==> src/rtl/sim_end_monitor_if.sv <==
`timescale 1ns/1ps
`default_nettype none
// +----------------------------------------------------------------------+
// | sim_end_monitor_if : RAM read port and signature stream bundle       |
// | Rev 1.0                                                              |
// +----------------------------------------------------------------------+
interface sim_end_monitor_if #(
    parameter int unsigned ADDR_WIDTH = 32
);
    logic                  mem_req_o;
    logic [ADDR_WIDTH-1:0] mem_addr_o;
    logic                  mem_ack_i;
    logic [31:0]           mem_data_i;
    logic                  sig_valid_o;
    logic [31:0]           sig_data_o;
    logic                  sig_last_o;
    logic                  sig_ready_i;

    modport master (
        output mem_req_o, mem_addr_o, sig_valid_o, sig_data_o, sig_last_o,
        input  mem_ack_i, mem_data_i, sig_ready_i
    );

    modport slave (
        input  mem_req_o, mem_addr_o, sig_valid_o, sig_data_o, sig_last_o,
        output mem_ack_i, mem_data_i, sig_ready_i
    );
endinterface
`default_nettype wire

==> src/rtl/sim_end_monitor.sv <==
`timescale 1ns/1ps
`default_nettype none
// +----------------------------------------------------------------------+
// | sim_end_monitor : classifies the CPU halt and dumps the signature    |
// | Rev 1.0                                                              |
// +----------------------------------------------------------------------+
module sim_end_monitor #(
    parameter int unsigned           FINISH_DELAY   = 4,
    parameter int unsigned           ADDR_WIDTH     = 32,
    parameter logic [ADDR_WIDTH-1:0] RAM_BEGIN_ADDR = 32'h8000_0000,
    parameter int unsigned           MAX_SIG_WORDS  = 4096,
    parameter bit                    TEST_MODE      = 1'b1
) (
    input  wire logic                  clk_i,
    input  wire logic                  rst_n_i,
    input  wire logic                  halted_i,
    input  wire logic                  looping_i,
    input  wire logic [ADDR_WIDTH-1:0] trap_mcause_i,
    input  wire logic [ADDR_WIDTH-1:0] sig_begin_i,
    input  wire logic [ADDR_WIDTH-1:0] sig_end_i,
    sim_end_monitor_if.master          bus,
    output logic                       done_o,
    output logic                       exit_code_o,
    output logic [1:0]                 end_cause_o,
    output logic [15:0]                word_count_o
);

    localparam int unsigned           c_CNT_W      = (FINISH_DELAY > 0) ? $clog2(FINISH_DELAY + 1) : 1;
    localparam logic [c_CNT_W-1:0]    c_CNT_LOAD   = c_CNT_W'(FINISH_DELAY);
    localparam logic [ADDR_WIDTH:0]   c_MAX_WORDS  = (ADDR_WIDTH+1)'(MAX_SIG_WORDS);
    localparam logic [ADDR_WIDTH:0]   c_WORD_BYTES = (ADDR_WIDTH+1)'(4);
    localparam logic [ADDR_WIDTH:0]   c_ROUND_UP   = (ADDR_WIDTH+1)'(3);
    localparam logic [1:0]            c_CAUSE_LOOP = 2'd0;
    localparam logic [1:0]            c_CAUSE_BRK  = 2'd1;
    localparam logic [1:0]            c_CAUSE_EXC  = 2'd2;
    localparam logic [1:0]            c_CAUSE_SIG  = 2'd3;

    typedef enum logic [2:0] {
        S_IDLE     = 3'd0,
        S_DELAY    = 3'd1,
        S_CLASSIFY = 3'd2,
        S_READ     = 3'd3,
        S_OUT      = 3'd4,
        S_DONE     = 3'd5
    } state_t;

    state_t                  r_state, w_state_next;
    logic [c_CNT_W-1:0]      r_cnt, w_cnt_next;
    logic                    r_looping, r_break;
    logic [ADDR_WIDTH-1:0]   r_begin, r_end;
    logic                    w_latch;
    logic [ADDR_WIDTH-1:0]   r_addr, w_addr_next;
    logic [31:0]             r_data, w_data_next;
    logic [15:0]             r_wcnt, w_wcnt_next;
    logic                    r_done, w_done_next;
    logic                    r_exit, w_exit_next;
    logic [1:0]              r_cause, w_cause_next;

    logic [ADDR_WIDTH-1:0]   w_end_rel;
    logic [ADDR_WIDTH:0]     w_addr_plus4;
    logic                    w_at_end;
    logic [ADDR_WIDTH:0]     w_span;
    logic [ADDR_WIDTH:0]     w_words;
    logic                    w_sig_err;
    logic                    w_unused_mcause;

    assign w_unused_mcause = ^{trap_mcause_i[ADDR_WIDTH-1:4], trap_mcause_i[2:0]};

    // Extra top bit keeps the end-of-region compares free of wraparound.
    assign w_end_rel    = r_end - RAM_BEGIN_ADDR;
    assign w_addr_plus4 = {1'b0, r_addr} + c_WORD_BYTES;
    assign w_at_end     = (w_addr_plus4 >= {1'b0, w_end_rel});
    assign w_span       = {1'b0, r_end} - {1'b0, r_begin};
    assign w_words      = (w_span + c_ROUND_UP) >> 2;
    assign w_sig_err    = (r_end <= r_begin) || (r_begin < RAM_BEGIN_ADDR) ||
                          (r_begin[1:0] != 2'b00) || (w_words > c_MAX_WORDS);

    always_ff @(posedge clk_i or negedge rst_n_i) begin
        if (!rst_n_i) begin
            r_state <= S_IDLE;
        end else begin
            r_state <= w_state_next;
        end
    end

    always_comb begin
        w_state_next = r_state;
        w_cnt_next   = r_cnt;
        w_latch      = 1'b0;
        w_addr_next  = r_addr;
        w_data_next  = r_data;
        w_wcnt_next  = r_wcnt;
        w_done_next  = r_done;
        w_exit_next  = r_exit;
        w_cause_next = r_cause;

        case (r_state)
            S_IDLE: begin
                if (halted_i) begin
                    w_cnt_next   = c_CNT_LOAD;
                    w_state_next = S_DELAY;
                end
            end
            S_DELAY: begin
                if (!halted_i) begin
                    w_state_next = S_IDLE;
                end else if (r_cnt == '0) begin
                    w_latch      = 1'b1;
                    w_state_next = S_CLASSIFY;
                end else begin
                    w_cnt_next = r_cnt - c_CNT_W'(1);
                end
            end
            S_CLASSIFY: begin
                if (r_looping) begin
                    if (!TEST_MODE) begin
                        w_state_next = S_DONE;
                        w_done_next  = 1'b1;
                        w_exit_next  = 1'b0;
                        w_cause_next = c_CAUSE_LOOP;
                    end else if (w_sig_err) begin
                        w_state_next = S_DONE;
                        w_done_next  = 1'b1;
                        w_exit_next  = 1'b1;
                        w_cause_next = c_CAUSE_SIG;
                    end else begin
                        w_addr_next  = r_begin - RAM_BEGIN_ADDR;
                        w_cause_next = c_CAUSE_LOOP;
                        w_state_next = S_READ;
                    end
                end else begin
                    w_state_next = S_DONE;
                    w_done_next  = 1'b1;
                    w_exit_next  = 1'b1;
                    w_cause_next = r_break ? c_CAUSE_BRK : c_CAUSE_EXC;
                end
            end
            S_READ: begin
                if (bus.mem_ack_i) begin
                    w_data_next  = bus.mem_data_i;
                    w_state_next = S_OUT;
                end
            end
            S_OUT: begin
                if (bus.sig_ready_i) begin
                    w_addr_next = w_addr_plus4[ADDR_WIDTH-1:0];
                    w_wcnt_next = (r_wcnt == 16'hFFFF) ? r_wcnt : r_wcnt + 16'd1;
                    if (w_at_end) begin
                        w_state_next = S_DONE;
                        w_done_next  = 1'b1;
                        w_exit_next  = 1'b0;
                    end else begin
                        w_state_next = S_READ;
                    end
                end
            end
            S_DONE: begin
                w_state_next = S_DONE;
            end
            default: begin
                w_state_next = S_IDLE;
            end
        endcase
    end

    always_ff @(posedge clk_i or negedge rst_n_i) begin
        if (!rst_n_i) begin
            r_cnt     <= '0;
            r_looping <= 1'b0;
            r_break   <= 1'b0;
            r_begin   <= '0;
            r_end     <= '0;
            r_addr    <= '0;
            r_data    <= '0;
            r_wcnt    <= '0;
            r_done    <= 1'b0;
            r_exit    <= 1'b0;
            r_cause   <= '0;
        end else begin
            r_cnt   <= w_cnt_next;
            r_addr  <= w_addr_next;
            r_data  <= w_data_next;
            r_wcnt  <= w_wcnt_next;
            r_done  <= w_done_next;
            r_exit  <= w_exit_next;
            r_cause <= w_cause_next;
            if (w_latch) begin
                r_looping <= looping_i;
                r_break   <= trap_mcause_i[3];
                r_begin   <= sig_begin_i;
                r_end     <= sig_end_i;
            end
        end
    end

    assign bus.mem_req_o   = (r_state == S_READ);
    assign bus.mem_addr_o  = r_addr;
    assign bus.sig_valid_o = (r_state == S_OUT);
    assign bus.sig_data_o  = r_data;
    assign bus.sig_last_o  = (r_state == S_OUT) && w_at_end;

    assign done_o       = r_done;
    assign exit_code_o  = r_exit;
    assign end_cause_o  = r_cause;
    assign word_count_o = r_wcnt;

endmodule
`default_nettype wire

==> src/flat_wrapper.sv <==
// flat-port wrapper written by rule: the top's interface ports become plain ports
module sim_end_monitor_flat 
#(
    parameter int unsigned           FINISH_DELAY   = 4,
    parameter int unsigned           ADDR_WIDTH     = 32,
    parameter logic [ADDR_WIDTH-1:0] RAM_BEGIN_ADDR = 32'h8000_0000,
    parameter int unsigned           MAX_SIG_WORDS  = 4096,
    parameter bit                    TEST_MODE      = 1'b1
)
  (clk_i, rst_n_i, halted_i, looping_i, trap_mcause_i, sig_begin_i, sig_end_i, done_o, exit_code_o, end_cause_o, word_count_o, bus_mem_req_o, bus_mem_addr_o, bus_sig_valid_o, bus_sig_data_o, bus_sig_last_o, bus_mem_ack_i, bus_mem_data_i, bus_sig_ready_i);
  sim_end_monitor_if #(.ADDR_WIDTH(ADDR_WIDTH)) bus_i ();
  input  wire logic clk_i;
  input  wire logic rst_n_i;
  input  wire logic halted_i;
  input  wire logic looping_i;
  input  wire logic [ADDR_WIDTH-1:0] trap_mcause_i;
  input  wire logic [ADDR_WIDTH-1:0] sig_begin_i;
  input  wire logic [ADDR_WIDTH-1:0] sig_end_i;
  output logic done_o;
  output logic exit_code_o;
  output logic [1:0] end_cause_o;
  output logic [15:0] word_count_o;
  output wire logic [$bits(bus_i.mem_req_o)-1:0] bus_mem_req_o;
  output wire logic [$bits(bus_i.mem_addr_o)-1:0] bus_mem_addr_o;
  output wire logic [$bits(bus_i.sig_valid_o)-1:0] bus_sig_valid_o;
  output wire logic [$bits(bus_i.sig_data_o)-1:0] bus_sig_data_o;
  output wire logic [$bits(bus_i.sig_last_o)-1:0] bus_sig_last_o;
  input wire logic [$bits(bus_i.mem_ack_i)-1:0] bus_mem_ack_i;
  input wire logic [$bits(bus_i.mem_data_i)-1:0] bus_mem_data_i;
  input wire logic [$bits(bus_i.sig_ready_i)-1:0] bus_sig_ready_i;
  assign bus_mem_req_o = bus_i.mem_req_o;
  assign bus_mem_addr_o = bus_i.mem_addr_o;
  assign bus_sig_valid_o = bus_i.sig_valid_o;
  assign bus_sig_data_o = bus_i.sig_data_o;
  assign bus_sig_last_o = bus_i.sig_last_o;
  assign bus_i.mem_ack_i = bus_mem_ack_i;
  assign bus_i.mem_data_i = bus_mem_data_i;
  assign bus_i.sig_ready_i = bus_sig_ready_i;
  sim_end_monitor #(.FINISH_DELAY(FINISH_DELAY), .ADDR_WIDTH(ADDR_WIDTH), .RAM_BEGIN_ADDR(RAM_BEGIN_ADDR), .MAX_SIG_WORDS(MAX_SIG_WORDS), .TEST_MODE(TEST_MODE)) u_core (.clk_i(clk_i), .rst_n_i(rst_n_i), .halted_i(halted_i), .looping_i(looping_i), .trap_mcause_i(trap_mcause_i), .sig_begin_i(sig_begin_i), .sig_end_i(sig_end_i), .bus(bus_i), .done_o(done_o), .exit_code_o(exit_code_o), .end_cause_o(end_cause_o), .word_count_o(word_count_o));
endmodule
==> config.mk <==
export PLATFORM = sky130hd
export DESIGN_NAME = sim_end_monitor_flat
export DESIGN_NICKNAME = d
export VERILOG_FILES = /design/src/rtl/sim_end_monitor_if.sv /design/src/rtl/sim_end_monitor.sv /design/src/flat_wrapper.sv
export SDC_FILE = /design/constraint.sdc
export NUM_CORES = 1
export LEC_CHECK = 0
export BUFFER_PORTS_ARGS = -buffer_cell sky130_fd_sc_hd__buf_2
export CAP_MARGIN = 10
export CELL_PAD_IN_SITES_DETAIL_PLACEMENT = 2
export CELL_PAD_IN_SITES_GLOBAL_PLACEMENT = 2
export CORE_UTILIZATION = 30
export CTS_CLUSTER_SIZE = 30
export DETAILED_ROUTE_END_ITERATION = 8
export PLACE_DENSITY_LB_ADDON = 0.1
export SLEW_MARGIN = 10
export SYNTH_ARGS = -nofsm -noshare
export SYNTH_HDL_FRONTEND = slang
export SYNTH_SLANG_ARGS = --single-unit
==> constraint.sdc <==
create_clock -name clk_i -period 8.05 [get_ports clk_i]
set_input_delay 1.61 -clock clk_i [delete_from_list [all_inputs] [get_ports clk_i]]
set_output_delay 1.61 -clock clk_i [all_outputs]
set_load 0.01 [all_outputs]
-- Word-level counts from Yosys, hierarchy flattened
Cells that the tools add are included.
- memories kept: 0
- bits in read-only memories: 0
- memory bits (writable): 0
- output and inout bits: 87
- word-level logic and storage cells: 86
- latch bits: 0
- bits in registers: 156
- input port bits: 134
- bitwise operators: 1
- multiply operators: 0
- multiplexer cells: 31
- div/mod/pow operators: 0
- $lt $le $gt $ge: 4
- shift-type cells: 0
- eq/ne operators: 16
- add/sub/neg operators: 7
- reductions and logical operators: 15
- operators by type and width (operator ; number):
    $mux W32 ; 3
    $pmux W32 S2 ; 1
    $sub A32 B32 Y32 const B ; 2
    $add A32 B3 Y33 const B ; 1
    $add A33 B2 Y33 const B ; 1
    $ge A33 B32 Y1 ; 1
    $mux W3 ; 11
    $sub A32 B32 Y33 ; 1
    $le A32 B32 Y1 ; 1
    $lt A32 B32 Y1 const B ; 1
    $gt A31 B13 Y1 const B ; 1
    $pmux W3 S6 ; 1
    $add A16 B1 Y16 const B ; 1
    $eq A16 B16 Y1 const B ; 1
    $reduce_and A4 Y1 ; 4
    $mux W1 ; 9
    $ne A2 B1 Y1 const B ; 4
    $ne A2 B2 Y1 const B ; 4
    $eq A3 B2 Y1 const B ; 2
    $eq A3 B3 Y1 const B ; 2
    $logic_not A3 Y1 ; 2
    $mux W2 ; 3
    $pmux W3 S2 ; 1
    $reduce_bool A2 Y1 ; 3
    other kinds (10) ; 13

-- Longest topological paths before layout
- depth in word-level cells: 7
- depth in mapped cells: 18
- depth with buffers taken out: 18

-- Worst setup path before layout
No wires, ideal clock.
- path type: reg2out
- start point: register u_core.r_addr[2], in the netlist u_core.bus.mem_addr_o[2]
- end point: output port bus_sig_last_o
- path buffers: 0
- data arrival time: 3.265 ns
- slack: 3.175 ns
- data required time: 6.440 ns
- stages on the path, launching flop included: 16
- cells stage by stage: dfrtp_1 > ha_1 > nand3_1 > nor3_1 > nand2_1 > nor2_1 > and2_1 > xor2_1 > ha_1 > a21o_1 > a21o_1 > a21oi_1 > o211ai_1 > a31o_2 > a21oi_1 > nor3_1
- cells in the longest elaborated chain, start to end: 3
- RTL lines (element ; RTL line ; source):
    start: declaration ; sim_end_monitor.sv:52 ; logic [ADDR_WIDTH-1:0] r_addr, w_addr_next;
    start signal: assignment ; sim_end_monitor.sv:181 ; r_addr <= w_addr_next;
    $add A32 B3 Y33 ; sim_end_monitor.sv:71 ; assign w_addr_plus4 = {1'b0, r_addr} + c_WORD_BYTES;
    $ge A33 B32 Y1 ; sim_end_monitor.sv:72 ; assign w_at_end = (w_addr_plus4 >= {1'b0, w_end_rel});
    $logic_and A1 B1 Y1 ; sim_end_monitor.sv:200 ; assign bus.sig_last_o = (r_state == S_OUT) && w_at_end;
    end: declaration ; flat_wrapper.sv:27 ; output wire logic [$bits(bus_i.sig_last_o)-1:0] bus_sig_last_o;
Every way passes these cells.

-- Worst setup path in the final report
Ends and elaborated chain as after synthesis.

==> results.md <==
- Crit-path slowest cell: nor3_1
- WP depth: 16
- Post-DRT Antenna Nets: 0
- Die area: 0.0362 mm^2
- Post-DR vias/cell: 5.12
- Ys async rst share: 1.00
- Cts hold-fix bufs: 0
- Crit path cell chain: ha_1 -> nand3_1 -> nor3_1 -> nand2_1 -> nor2_1 -> and2_1 -> xor2_1 -> ha_1 -> a21o_1 -> a21o_1 -> a21oi_1 -> o211ai_1 -> a31o_2 -> a21oi_1 -> nor3_1 -> buf_2
- Setup CP Type: reg -> out
- Setup Viol. Count Final: 0
- Clock Tree Buf Depth: 2
- Post-DP Area: 0.0121 mm^2
- Yosys top cell area share: 0.367
- Total power of the final layout: 6.52 mW
- Clock latency on the worst-skew pair: 0.43 ns
- IO Port Bufs: 189
- Placed cell count: 1,783
- Drt drc: 0
- Nets: 1,596
- PwrDens: 515 mW/mm^2
- Max cap viols: 0
- Net Count, Synth: 1,411
- Status: completed
- Highest ir drop seen on vdd: 0.000171 V
- FF-to-FF setup slack: 2.35 ns
- Worst r2r src: u_core.r_begin[4]
- Yosys top cell by area: dfrtp_1
- Min-Delay Path Depth: 2
- Vias in the first global route: 10,269
- Post-DP HPWL: 30,200 um
- Synthesized area: 0.0106 mm^2
- Core area: 0.0347 mm^2
- Fraction of layout cells with a size suffix above 1: 0.201
- Area Overhead vs Synth: 19.1%
- Primary FF master, synth: dfrtp_1
- Worst r2r path cells: 16
- Die width: 190 um
- Post CTS Setup Buffer Count: 0
- Worst Tran Pin Value: 0.938 ns
- Number of CTS-inserted buffers: 17
- WP buf/inv: 1
- Initial Util: 0.306
- Antenna Cells: 0
- Post-synth EDFFs: 0
- I/O pin cnt: 221
- Final worst slack: 1.73 ns
- First-pass GRT wire length: 58,800 um
- Worst EP arrival: 4.71 ns
- Most common cell after layout, fill and taps aside: buf_2
- Dpl ws: 2.05 ns
- Yosys Warn Count: 0
- Cell family with most CP delay: simple AND/OR/NAND/NOR gates
- CP startpoint kind: register
- Clk_skew: 0.0107 ns
- Synth area leaders: dfrtp_1, ha_1, nand2_1
- Row cnt: 68
- DRT Wirelength: 37,100 um
- CP max FO: 6
- Gates resized, CTS repair: 0
- Register area share after synthesis: 0.367
- HP Start: u_core.end_cause_o[1]
- Avg Cell Area, Syn: 9.15 um^2
- Worst hold path endpoint: u_core.end_cause_o[1]
- Crit path capture type: output pin
- Relative slew slack: 0.375
- Fin. max-slew vios: 0
- Tmin final: 6.32 ns
- Final Cell Area: 0.0127 mm^2
- Flop and latch count out of synthesis: 156
- Crit-path max cell delay: 0.62 ns
- H-Tree Depth: 4
- Die Ht: 190 um
- Hold Fails Final Rpt: 0
- Clk root buf: clkbuf_16
- Wire length per cell: 20.4 um
- Overflow after GRT: 0
- Pre-Repair DR Iteration Count: 4
- CTS tree: done
- Initial antenna violation count: 0
- RSZ-0062 raised after global routing: false
- DR vias: 9,291
- Hold WS: 0.485 ns
- Setup Total Neg Slack: 0 ns
- DRT iter0 DRCs: 301
- Clk slew on worst S/H paths: 0.06 ns
- Unique cell type count in the Yosys netlist: 71
- Total GRT Usage: 0.213
- Most frequent cells in the layout: buf_2, dfrtp_1, nand2_1, o21ai_0, ha_1
- Leak: 5.92 nW
- Clock sinks: 156
- Largest net degree at the start of global routing: 99
- Final Non-Filler Cells: 1,814
- FF-to-FF End: u_core.bus.mem_addr_o[27]
- Fin crit share: 0.784
- Worst Path Required: 6.44 ns
- Type of the tightest min-delay check: reg -> reg
- Highest Clock Rate: 158 MHz
- Final GP Congestion: 0.845
- Mapped Cells: 1,162
- Fin util: 0.365
==> power breakdown <==
group          total (mW)  internal (mW)  switching (mW)
Sequential           1.47           1.13           0.340
Clock               0.815          0.479           0.336
Combinational        4.24           1.69            2.55
Total                6.52           3.29            3.23
==> kinds of logic (layout without fill, tap and decap cells) <==
group                    after synthesis  after routing  synth area share
AND/OR/NAND/NOR                      363            363             0.166
AO/OA/AOI/OAI                        301            301             0.183
flip-flops                           156            156             0.367
buffers and inverters                128            325            0.0475
adder cells (fa/ha/maj)              115            115             0.146
XOR/XNOR                              58             58            0.0478
multiplexers                          41             41            0.0429
==> how the worst max path moves through the flow <==
stage | from | end | slack (ns)
2_1_floorplan | u_core.bus.mem_addr_o[2] | bus_sig_last_o | 3.17
3_3_place_gp | u_core.bus.mem_addr_o[2] | bus_sig_last_o | 2.15
3_5_place_dp | u_core.bus.mem_addr_o[2] | bus_sig_last_o | 2.05
4_1_cts | u_core.bus.mem_addr_o[2] | bus_sig_last_o | 1.57
5_1_grt | u_core.bus.mem_addr_o[2] | bus_sig_last_o | 1.33
6_report | u_core.bus.mem_addr_o[2] | bus_sig_last_o | 1.73
==> layout make-up <==
class                           instances  area (um^2)
Timing Repair Buffer                  196         1000
Sequential cell                       156         3900
Clock inverter                         10          115
Tap cell                              455          569
Clock buffer                           21          470
Inverter                               98          368
Fill cell                            3954        22000
Multi-Input combinational cell        878         6240
==> layer usage <==
metal | up-vias | global-route usage | routed length, um
met5 | - | 0 | 0
met4 | 0 | 0.0532 | 644
met3 | 31 | 0.0412 | 1780
met2 | 178 | 0.353 | 17500
met1 | 4630 | 0.283 | 17200
li1 | 4452 | - | -
==> cells in the mapped netlist, types with 4 or more instances <==
master	instances
xor2_1	24
a21oi_1	50
o22ai_1	14
dfrtp_1	156
o21ai_0	100
a21o_1	23
o21ai_1	7
and3_1	14
nor2_1	58
nor4_1	7
nand4_1	25
and2_1	9
fa_1	15
o211ai_1	10
ha_1	100
o21ba_1	9
mux2i_1	4
a211oi_1	4
o31ai_1	7
o21a_1	17
mux2_2	37
nand2b_1	18
clkbuf_1	21
and4_1	4
a31oi_1	6
inv_1	98
nor2b_1	20
o22a_1	13
nor3_1	18
nand2_1	142
a2111o_1	4
nand3_1	27
xnor2_1	34
o21bai_1	6
==> registers in the layout, indices dropped and copies added, names as in the netlist <==
signal,count
u_core.done_o,1
u_core.r_break,1
u_core.r_end,32
u_core.end_cause_o,2
u_core.bus.mem_addr_o,32
u_core.r_looping,1
u_core.r_cnt,3
u_core.word_count_o,16
u_core.bus.sig_data_o,32
u_core.r_begin,32
u_core.r_state,3
u_core.exit_code_o,1
==> worst register-to-register path, delay by kind of cell (launching register included) <==
| kind | cells | cell delay (ns) |
|---|---|---|
| compound gates | 4 | 1.65 |
| xor+xnor | 1 | 0.21 |
| fa+ha+maj | 2 | 0.69 |
| buf+inv | 3 | 0.45 |
| flops | 1 | 0.42 |
| simple gates | 6 | 2.21 |
(Power assumes the default switching activity.)
